--- src/rtl/reservation_station_if.sv ---
// Shared micro-architectural types and the dispatch/CDB/issue bundle of the reservation station.
// Dispatch, CDB and functional unit drive through master; the station itself binds to slave.
package uarch_pkg;
  parameter int unsigned PIPE_WIDTH = 2;
  parameter int unsigned TAG_WIDTH  = 6;

  typedef struct packed {
    logic                 rdy;
    logic [TAG_WIDTH-1:0] tag;
    logic [31:0]          data;
  } operand_t;

  typedef struct packed {
    logic [TAG_WIDTH-1:0] rob_tag;
    logic [7:0]           opcode;
    operand_t             src1;
    operand_t             src2;
  } instruction_t;
endpackage

interface reservation_station_if #(
  parameter int unsigned NUM_CDB = 2
);
  import uarch_pkg::*;

  logic                               flush;
  logic [PIPE_WIDTH-1:0]              rs_rdy;
  logic [PIPE_WIDTH-1:0]              rs_we;
  instruction_t [PIPE_WIDTH-1:0]      rs_entries;
  logic [NUM_CDB-1:0]                 cdb_valid;
  logic [NUM_CDB-1:0][TAG_WIDTH-1:0]  cdb_tag;
  logic [NUM_CDB-1:0][31:0]           cdb_data;
  logic                               issue_valid;
  logic                               issue_rdy;
  instruction_t                       issue_inst;

  modport master (
    output flush, rs_we, rs_entries, cdb_valid, cdb_tag, cdb_data, issue_rdy,
    input  rs_rdy, issue_valid, issue_inst
  );

  modport slave (
    input  flush, rs_we, rs_entries, cdb_valid, cdb_tag, cdb_data, issue_rdy,
    output rs_rdy, issue_valid, issue_inst
  );
endinterface

--- src/rtl/reservation_station.sv ---
// Per-class issue queue: buffers renamed instructions, snoops the CDB for operands and
// issues the oldest ready entry each cycle using an age matrix.
module reservation_station
  import uarch_pkg::*;
#(
  parameter int unsigned NUM_ENTRIES = 8,
  parameter int unsigned NUM_CDB     = 2
) (
  input  logic                  clk,
  input  logic                  rst,
  reservation_station_if.slave  rs_if
);

  localparam int unsigned IdxW = (NUM_ENTRIES > 1) ? $clog2(NUM_ENTRIES) : 1;
  localparam int unsigned CntW = $clog2(NUM_ENTRIES + 1);

  typedef logic [NUM_CDB-1:0][TAG_WIDTH-1:0] cdb_tag_t;
  typedef logic [NUM_CDB-1:0][31:0]          cdb_data_t;

  logic [NUM_ENTRIES-1:0]                   r_valid;
  instruction_t                             r_entry [NUM_ENTRIES];
  // r_age[i][j] set means entry i is older than entry j
  logic [NUM_ENTRIES-1:0][NUM_ENTRIES-1:0]  r_age;
  logic [CntW-1:0]                          r_count;

  logic [NUM_ENTRIES-1:0]                   w_valid_d;
  instruction_t                             w_entry_d [NUM_ENTRIES];
  logic [NUM_ENTRIES-1:0][NUM_ENTRIES-1:0]  w_age_d;
  logic [CntW-1:0]                          w_count_d;

  logic [NUM_ENTRIES-1:0]                   w_rdy;
  logic [NUM_ENTRIES-1:0]                   w_is_oldest;
  logic                                     w_sel_found;
  logic [IdxW-1:0]                          w_sel;
  logic                                     w_fire;

  logic                                     w_f0_found;
  logic                                     w_f1_found;
  logic [IdxW-1:0]                          w_f0;
  logic [IdxW-1:0]                          w_f1;
  logic                                     w_alloc0;
  logic                                     w_alloc1;
  logic [IdxW-1:0]                          w_idx0;
  logic [IdxW-1:0]                          w_idx1;

  function automatic operand_t wake_op(input operand_t op, input logic [NUM_CDB-1:0] vld,
                                       input cdb_tag_t tags, input cdb_data_t data);
    operand_t res;
    res = op;
    for (int p = 0; p < NUM_CDB; p++) begin
      if (!res.rdy && vld[p] && (res.tag == tags[p])) begin
        res.rdy  = 1'b1;
        res.data = data[p];
      end
    end
    return res;
  endfunction

  function automatic instruction_t wake_inst(input instruction_t inst,
                                             input logic [NUM_CDB-1:0] vld,
                                             input cdb_tag_t tags, input cdb_data_t data);
    instruction_t res;
    res      = inst;
    res.src1 = wake_op(inst.src1, vld, tags, data);
    res.src2 = wake_op(inst.src2, vld, tags, data);
    return res;
  endfunction

  // Occupancy is the registered count only; slots freed this cycle are not advertised.
  assign rs_if.rs_rdy[0] = (32'(r_count) < NUM_ENTRIES);
  assign rs_if.rs_rdy[1] = ((32'(r_count) + 32'd2) <= NUM_ENTRIES);

  always_comb begin
    for (int i = 0; i < NUM_ENTRIES; i++) begin
      w_rdy[i] = r_valid[i] & r_entry[i].src1.rdy & r_entry[i].src2.rdy;
    end
  end

  always_comb begin
    for (int i = 0; i < NUM_ENTRIES; i++) begin
      w_is_oldest[i] = w_rdy[i];
      for (int j = 0; j < NUM_ENTRIES; j++) begin
        if ((j != i) && w_rdy[j] && !r_age[i][j]) begin
          w_is_oldest[i] = 1'b0;
        end
      end
    end
  end

  always_comb begin
    w_sel_found = 1'b0;
    w_sel       = '0;
    for (int i = 0; i < NUM_ENTRIES; i++) begin
      if (w_is_oldest[i]) begin
        w_sel_found = 1'b1;
        w_sel       = IdxW'(i);
      end
    end
  end

  assign w_fire            = w_sel_found & rs_if.issue_rdy;
  assign rs_if.issue_valid = w_sel_found;
  assign rs_if.issue_inst  = w_sel_found ? r_entry[w_sel] : '0;

  always_comb begin
    w_f0_found = 1'b0;
    w_f1_found = 1'b0;
    w_f0       = '0;
    w_f1       = '0;
    for (int i = 0; i < NUM_ENTRIES; i++) begin
      if (!r_valid[i]) begin
        if (!w_f0_found) begin
          w_f0_found = 1'b1;
          w_f0       = IdxW'(i);
        end else if (!w_f1_found) begin
          w_f1_found = 1'b1;
          w_f1       = IdxW'(i);
        end
      end
    end
  end

  // Slot 1 takes the second free slot only when slot 0 also writes; excess writes are dropped.
  assign w_alloc0 = rs_if.rs_we[0] & w_f0_found;
  assign w_idx0   = w_f0;
  assign w_alloc1 = rs_if.rs_we[1] & (rs_if.rs_we[0] ? w_f1_found : w_f0_found);
  assign w_idx1   = rs_if.rs_we[0] ? w_f1 : w_f0;

  always_comb begin
    w_valid_d = r_valid;
    w_age_d   = r_age;
    for (int i = 0; i < NUM_ENTRIES; i++) begin
      w_entry_d[i] = wake_inst(r_entry[i], rs_if.cdb_valid, rs_if.cdb_tag, rs_if.cdb_data);
    end

    if (w_fire) begin
      w_valid_d[w_sel] = 1'b0;
    end

    // Slot 0 is applied before slot 1 so slot 1 ends up younger than slot 0.
    if (w_alloc0) begin
      w_valid_d[w_idx0] = 1'b1;
      w_entry_d[w_idx0] = wake_inst(rs_if.rs_entries[0], rs_if.cdb_valid, rs_if.cdb_tag,
                                    rs_if.cdb_data);
      for (int j = 0; j < NUM_ENTRIES; j++) begin
        w_age_d[w_idx0][j] = 1'b0;
        w_age_d[j][w_idx0] = (IdxW'(j) != w_idx0);
      end
    end

    if (w_alloc1) begin
      w_valid_d[w_idx1] = 1'b1;
      w_entry_d[w_idx1] = wake_inst(rs_if.rs_entries[1], rs_if.cdb_valid, rs_if.cdb_tag,
                                    rs_if.cdb_data);
      for (int j = 0; j < NUM_ENTRIES; j++) begin
        w_age_d[w_idx1][j] = 1'b0;
        w_age_d[j][w_idx1] = (IdxW'(j) != w_idx1);
      end
    end

    w_count_d = r_count + CntW'(w_alloc0) + CntW'(w_alloc1) - CntW'(w_fire);
  end

  always_ff @(posedge clk) begin
    if (rst || rs_if.flush) begin
      r_valid <= '0;
      r_age   <= '0;
      r_count <= '0;
    end else begin
      r_valid <= w_valid_d;
      r_age   <= w_age_d;
      r_count <= w_count_d;
    end
  end

  // Payload needs no reset: it is only observable through a valid bit.
  always_ff @(posedge clk) begin
    r_entry <= w_entry_d;
  end

endmodule

--- src/flat_wrapper.sv ---
// flat-port wrapper written by rule: the top's interface ports become plain ports
module reservation_station_flat import uarch_pkg::*;
#(
  parameter int unsigned NUM_ENTRIES = 8,
  parameter int unsigned NUM_CDB     = 2
)
  (clk, rst, rs_if_flush, rs_if_rs_we, rs_if_rs_entries, rs_if_cdb_valid, rs_if_cdb_tag, rs_if_cdb_data, rs_if_issue_rdy, rs_if_rs_rdy, rs_if_issue_valid, rs_if_issue_inst);
  reservation_station_if #(.NUM_CDB(NUM_CDB)) rs_if_i ();
  input  logic clk;
  input  logic rst;
  input wire logic [$bits(rs_if_i.flush)-1:0] rs_if_flush;
  input wire logic [$bits(rs_if_i.rs_we)-1:0] rs_if_rs_we;
  input wire logic [$bits(rs_if_i.rs_entries)-1:0] rs_if_rs_entries;
  input wire logic [$bits(rs_if_i.cdb_valid)-1:0] rs_if_cdb_valid;
  input wire logic [$bits(rs_if_i.cdb_tag)-1:0] rs_if_cdb_tag;
  input wire logic [$bits(rs_if_i.cdb_data)-1:0] rs_if_cdb_data;
  input wire logic [$bits(rs_if_i.issue_rdy)-1:0] rs_if_issue_rdy;
  output wire logic [$bits(rs_if_i.rs_rdy)-1:0] rs_if_rs_rdy;
  output wire logic [$bits(rs_if_i.issue_valid)-1:0] rs_if_issue_valid;
  output wire logic [$bits(rs_if_i.issue_inst)-1:0] rs_if_issue_inst;
  assign rs_if_i.flush = rs_if_flush;
  assign rs_if_i.rs_we = rs_if_rs_we;
  assign rs_if_i.rs_entries = rs_if_rs_entries;
  assign rs_if_i.cdb_valid = rs_if_cdb_valid;
  assign rs_if_i.cdb_tag = rs_if_cdb_tag;
  assign rs_if_i.cdb_data = rs_if_cdb_data;
  assign rs_if_i.issue_rdy = rs_if_issue_rdy;
  assign rs_if_rs_rdy = rs_if_i.rs_rdy;
  assign rs_if_issue_valid = rs_if_i.issue_valid;
  assign rs_if_issue_inst = rs_if_i.issue_inst;
  reservation_station #(.NUM_ENTRIES(NUM_ENTRIES), .NUM_CDB(NUM_CDB)) u_core (.clk(clk), .rst(rst), .rs_if(rs_if_i));
endmodule
--- config.mk ---
export PLATFORM = sky130hd
export DESIGN_NAME = reservation_station_flat
export DESIGN_NICKNAME = d
export VERILOG_FILES = /design/src/rtl/reservation_station_if.sv /design/src/rtl/reservation_station.sv /design/src/flat_wrapper.sv
export SDC_FILE = /design/constraint.sdc
export NUM_CORES = 2
export LEC_CHECK = 0
export ABC_CLOCK_PERIOD_IN_PS = 4940
export BUFFER_PORTS_ARGS = -buffer_cell sky130_fd_sc_hd__buf_2
export CORE_ASPECT_RATIO = 0.7
export CORE_UTILIZATION = 55
export CTS_BUF_LIST = sky130_fd_sc_hd__clkbuf_8 sky130_fd_sc_hd__clkbuf_16
export DETAILED_ROUTE_END_ITERATION = 12
export PLACE_DENSITY = 0.85
export SYNTH_ARGS = -nofsm -noshare
export SYNTH_HDL_FRONTEND = slang
export SYNTH_SLANG_ARGS = --single-unit
--- constraint.sdc ---
create_clock -name clk -period 4.94 [get_ports clk]
set_input_delay 0.988 -clock clk [delete_from_list [all_inputs] [get_ports clk]]
set_output_delay 0.988 -clock clk [all_outputs]
set_load 0.02 [all_outputs]
After elaboration in Yosys (flattened, before gate mapping)
Cells that the tools add are included.

word-level totals
  bits in registers = 812
  bits of input ports = 268
  output and inout port bits = 95
  logic and storage cells = 734

cells by class
  add/subtract/negate cells = 4
  $lt $le $gt $ge = 13
  equality and inequality tests = 54
  mux-type cells = 291
  bitwise operators = 58
  reduce and logical (&&, ||, !) cells = 240

operators with widths
  cell                                                                                count
  736-bit bitwise mux                                                                 2
  736-bit 2-to-1 mux                                                                  2
  32-bit 2-to-1 mux                                                                   44
  64-bit bitwise AND                                                                  16
  64-bit inverter                                                                     16
  92-bit demux with 3-bit select                                                      2
  92-bit 2-to-1 mux                                                                   5
  8-bit demux with 3-bit select                                                       16
  92-bit binary-select mux with 3-bit select                                          1
  6-bit equality test                                                                 40
  1-bit 2-to-1 mux                                                                    142
  1-bit logical AND                                                                   141
  8-bit bitwise mux                                                                   16
  64-bit 2-to-1 mux                                                                   2
  3-bit 2-to-1 mux                                                                    39
  1-bit zero test                                                                     96
  8-bit 2-to-1 mux                                                                    5
  32-bit by 4-bit less-or-equal comparator with 1-bit output (second input constant)  1
  3-bit != test (first input constant)                                                8
  1-bit bitwise AND                                                                   19
  8-bit OR                                                                            2
  7-bit 2-to-1 mux                                                                    2
  4-bit >= comparator (second input constant)                                         3
  3-bit by 4-bit < comparator with 1-bit output (second input constant)               3
  other kinds (18)                                                                    37

Longest topological paths before layout
  depth in word-level cells = 53
  gate-level depth with buffers = 18

Worst setup path after synthesis
OpenSTA, ideal clock, no wires.

  path type = register -> output
  from = register u_core.r_valid[4]
  to = output rs_if_issue_inst[56]
  data arrival time = 3140 ps
  slack = 812 ps
  stages on the path, launching flop included = 12
  path through = dfxtp_1 buf_2 buf_2 nand4b_1 o2111ai_1 or4_1 a21o_1 o21ai_1 buf_2 buf_2 mux2_2 a211oi_1

between the ends
  word-level cells in the longest chain between the ends = 19
  elaborated cells between the ends (all ways) = 61
  classes of those cells = mux: 51; bitwise: 3; reduce/logical: 7

RTL lines
  element                                                 line                        text
  start: declaration                                      reservation_station.sv:20   logic [NUM_ENTRIES-1:0] r_valid;
  start signal: assignment                                reservation_station.sv:170  r_valid <= w_valid_d;
  1-bit bitwise AND (*) (2 in a row)                      reservation_station.sv:75   w_rdy[i] = r_valid[i] & r_entry[i].src1.rdy & r_entry[i].src2.rdy;
  1-bit logical AND                                       reservation_station.sv:83   if ((j != i) && w_rdy[j] && !r_age[i][j]) begin
  1-bit 2-to-1 mux (4 in a row)                           reservation_station.sv:83
  1-bit 2-to-1 mux                                        reservation_station.sv:94   if (w_is_oldest[i]) begin
  2-bit 2-to-1 mux (2 in a row)                           reservation_station.sv:94
  3-bit 2-to-1 mux (4 in a row)                           reservation_station.sv:94
  3-bit inverter with 4-bit output (not written as such)  reservation_station.sv:103  assign rs_if.issue_inst = w_sel_found ? r_entry[w_sel] : '0;
  92-bit binary-select mux with 3-bit select              reservation_station.sv:103
  92-bit 2-to-1 mux (not written as such) (2 in a row)    reservation_station.sv:103
  92-bit 2-to-1 mux (*)                                   reservation_station.sv:103
  end: declaration                                        flat_wrapper.sv:20          output wire logic [$bits(rs_if_i.issue_inst)-1:0] rs_if_issue_inst;

Mark *: on every way between the ends. The rest lies on a longest branch, timed or not. The select of a mux whose other input is x is not followed.

Final worst setup path
  from = register u_core.r_entry[130] in the netlist's numbering
  to = output rs_if_issue_inst[72]

between the ends
  word-level cells in the longest chain between the ends = 16
  elaborated cells between the ends (all ways) = 48
  classes of those cells = mux: 39; bitwise: 2; reduce/logical: 7

RTL lines
  element                                                 line                        text
  start: declaration                                      reservation_station.sv:21   instruction_t r_entry [NUM_ENTRIES];
  start signal: assignment                                reservation_station.sv:178  r_entry <= w_entry_d;
  1-bit bitwise AND (*)                                   reservation_station.sv:75
  1-bit logical AND                                       reservation_station.sv:83
  1-bit 2-to-1 mux (2 in a row)                           reservation_station.sv:83
  1-bit 2-to-1 mux                                        reservation_station.sv:94
  2-bit 2-to-1 mux (2 in a row)                           reservation_station.sv:94
  3-bit 2-to-1 mux (4 in a row)                           reservation_station.sv:94
  3-bit inverter with 4-bit output (not written as such)  reservation_station.sv:103
  92-bit binary-select mux with 3-bit select              reservation_station.sv:103
  92-bit 2-to-1 mux (not written as such) (2 in a row)    reservation_station.sv:103
  92-bit 2-to-1 mux (*)                                   reservation_station.sv:103

Marked as above.

==> run metrics <==
pin count of the biggest net entering global routing=88; Leakage=between 30 and 40 nW; run status=finished with violations; Post-synth EDFFs=0; clock buffers created by TritonCTS=84; Placement Setup Slack=433 ps; FF+latch count, synth=804; total global-route track usage=~44%; compound-cell area share of the yosys netlist=a little over a tenth; violated checks=design-rule violations, negative setup slack; Area Overhead vs Synth=12.5%; nets in the synthesized netlist=6463; arrival time of data at the critical path endpoint=between 4000 and 5000 ps; slowest cell delay on critical path=580 ps; count of vias placed by the detailed router=58.4k; area of the die=109000 sq um; fraction of final layout cells with drive strength greater than 1=34.2%; reg2reg path depth=9; Final setup violation count=15; largest family of logic cells by synthesized area=multiplexers; biggest area contributors in the synthesized netlist=sky130_fd_sc_hd__dfxtp_1 27%, sky130_fd_sc_hd__mux2_2 23%, sky130_fd_sc_hd__mux2i_1 22%; Cell variety after synth=69; adder-cell share of the synthesized area=0.315%; portion of netlist area occupied by mux cells=around 45%; Worst IR Drop VDD=~0.30 mV; biggest area consumer among synthesized cells=sky130_fd_sc_hd__dfxtp_1; critical path class=flop to output pin; type of destination of the critical path=output pin; number of sinks on the clock net=between 800 and 900; floorplan row count=100; highest clock frequency the design can meet=199 MHz; final worst clock skew=37.1 ps; most repeated cell in the gate-level netlist after synthesis=sky130_fd_sc_hd__mux2i_1; Hold Path Stages=2; reg-to-reg slack, setup=about 170 ps; synthesized-area fraction occupied by xor and xnor cells=3.62%; part of the cycle the worst path needs=102%; number of pins exceeding their max-slew limit in the final report=0; routability congestion estimate=1.06; count of placed standard cells in the final layout, fillers left out=roughly 7.7k; Final min period=5020 ps; worst-margin pin slew=1440 ps; Post-DRT Antenna Nets=0; async set-or-reset flop fraction in the synthesized netlist=0%; critical-path cell list=nand4b_1 -> o2111ai_2 -> or4_4 -> a21o_4 -> o21ai_4 -> buf_12 -> buf_6 -> buf_16 -> mux2_2 -> a211oi_1 -> buf_2; final-report hold violation count=0; number of instances in the synthesized netlist=6183; worst path buffer plus inverter count=4; Setup WS post-layout=-78.7 ps; clock insertion delay at the later pin of the skew report=approximately 750 ps; net total in the final layout=~6.4k; violation count after the first detailed-route iteration=10.9k; post-DR vias/cell=between 7 and 8; number of remaining DRC errors=3; category of the worst setup path launch point=flop; Top Ports=363; hold_ws=542 ps; effective utilization at floorplan=55.6%; clock root buffer=sky130_fd_sc_hd__clkbuf_16; wire length of the first global-routing pass=370 mm; min-delay worst type=flop to flop; sequential cell area fraction in the yosys report=27.2%; cell type group with the largest total delay on the critical path=compound AO/OA/AOI/OAI gates; area of the core=106000 sq um; die height=approximately 280 um; cell total after placement=between 7k and 8k; clock transition time at the flip-flop clock pins of the worst setup and hold paths=70 ps; count of port buffers added during placement=362; biggest fanout along the worst timing path=10; top cells by instance count after synthesis=1304 x sky130_fd_sc_hd__mux2i_1, 1212 x sky130_fd_sc_hd__mux2_2, 804 x sky130_fd_sc_hd__dfxtp_1; most used flip-flop cell after synthesis=sky130_fd_sc_hd__dfxtp_1; Pre-Repair DR Iteration Count=13; Avg Synthesized Cell Area=9.58 sq um; summed instance area of the synthesized netlist=59200 sq um; number of max-capacitance violations reported=0; area fraction in and, or, nand and nor cells after synthesis=7.66%; Die Wd=394 um; number of global-route vias before repair=57.3k; htree depth=3; number of synthesis warnings=0; Clock Path Buffers=3; pwr dens=between 300 and 400 nW/um^2; CTS tree=done; Detailed Route WL=258 mm; routed wirelength normalized by instance count=roughly 34 um; final core utilization=62.5%; library cell contributing the largest single delay on the critical path=sky130_fd_sc_hd__or4_4; initial antenna violation count=19; headroom to the max-slew limit=3.40%; stages on the worst setup path=11; proportion of netlist area held by the largest area contributor=27.2%; placed wire-length estimate=144 mm; total grt overflow=0; critical path required time=a little under 4000 ps
-- path summary, 6_finish.rpt --
path,startpoint,end
hold reg to reg,u_core.r_entry[547],u_core.r_entry[547]
setup reg to reg,u_core.r_valid[1],u_core.r_entry[537]
setup / recovery,u_core.r_entry[130],rs_if_issue_inst[72]
hold / removal,u_core.r_entry[547],u_core.r_entry[547]
-- registers in the layout, indices dropped and copies added (netlist names) --
| register | cells |
|---|---|
| u_core.r_valid | 8 |
| u_core.r_count | 4 |
| u_core.r_entry | 736 |
| u_core.r_age | 56 |
-- stage by stage --
step / total power (W) / instance area (sq um) / setup TNS (ps)
after global placement: 0.0158 / 63000 / 0
after global routing: 0.0247 / 66600 / -50.4
after floorplan: 0.0146 / 59200 / 0
final: 0.0240 / 66600 / -381
after CTS: 0.0234 / 66200 / 0
after detailed placement: 0.0164 / 63000 / 0
-- timing repair --
item                                    CTS  global route
cloned                                    4             5
hold buffers                              0             0
setup buffers                             7             5
gates resized for setup                  31            33
endpoints found under the setup margin   89            63
pin swaps                                 5             6
endpoints found under the hold margin     0             0
-- tightest hold or removal path, delay by kind of cell, from the launching register on --
family | cells | cell delay (ps)
flip-flops | 1 | 310
multiplexers | 1 | 110
AO/OA/AOI/OAI | 1 | 80
-- layer usage --
metal | global-route usage, % | up-vias | wire length [um]
li1 | - | 22900 | -
met1 | 55.3 | 27500 | 91000
met2 | 60.3 | 6028 | 99300
met3 | 19.5 | 1884 | 45600
met4 | 31.7 | 16 | 22100
met5 | 0 | - | 91
-- placed cells by master, fill, tap and decap left out, drive strengths merged, types with 20 or more instances in the layout --
master,n
xor2,109
o21ai,250
nand4,108
nor2,161
dfxtp,804
inv,35
nand4b,20
mux2i,1304
nor3,27
nand2,349
o2111a,57
a21oi,47
o22ai,198
nor4,65
xnor2,136
clkbuf,103
nand3,91
clkinv,20
or4,20
a31oi,31
a211oi,82
o2bb2ai,55
a311oi,56
a221oi,71
mux2,1227
buf,628
-- cell type report --
type                            instances  area (sq um)
Antenna cell                           14          35.0
Clock buffer                           98          2290
Clock inverter                         57           639
Fill cell                            8077         39900
Inverter                               12          45.0
Multi-Input combinational cell       4611         40700
Sequential cell                       804         16100
Tap cell                             1428          1790
Timing Repair Buffer                  634          4980
-- report_power, final --
part | internal, W | switching [W]
Sequential | 0.00826 | 0.00129
Clock | 0.00397 | 0.00313
Combinational | 0.00396 | 0.00344
Total | 0.0162 | 0.00786
-- cell families after synthesis --
| kind of cell | Yosys count |
|---|---|
| flops | 804 |
| buf+inv | 768 |
| mux | 2531 |
| fa+ha+maj | 14 |
| simple gates | 920 |
| xor+xnor | 245 |
| compound gates | 901 |
Note: power is estimated with default switching activity, not from simulation.
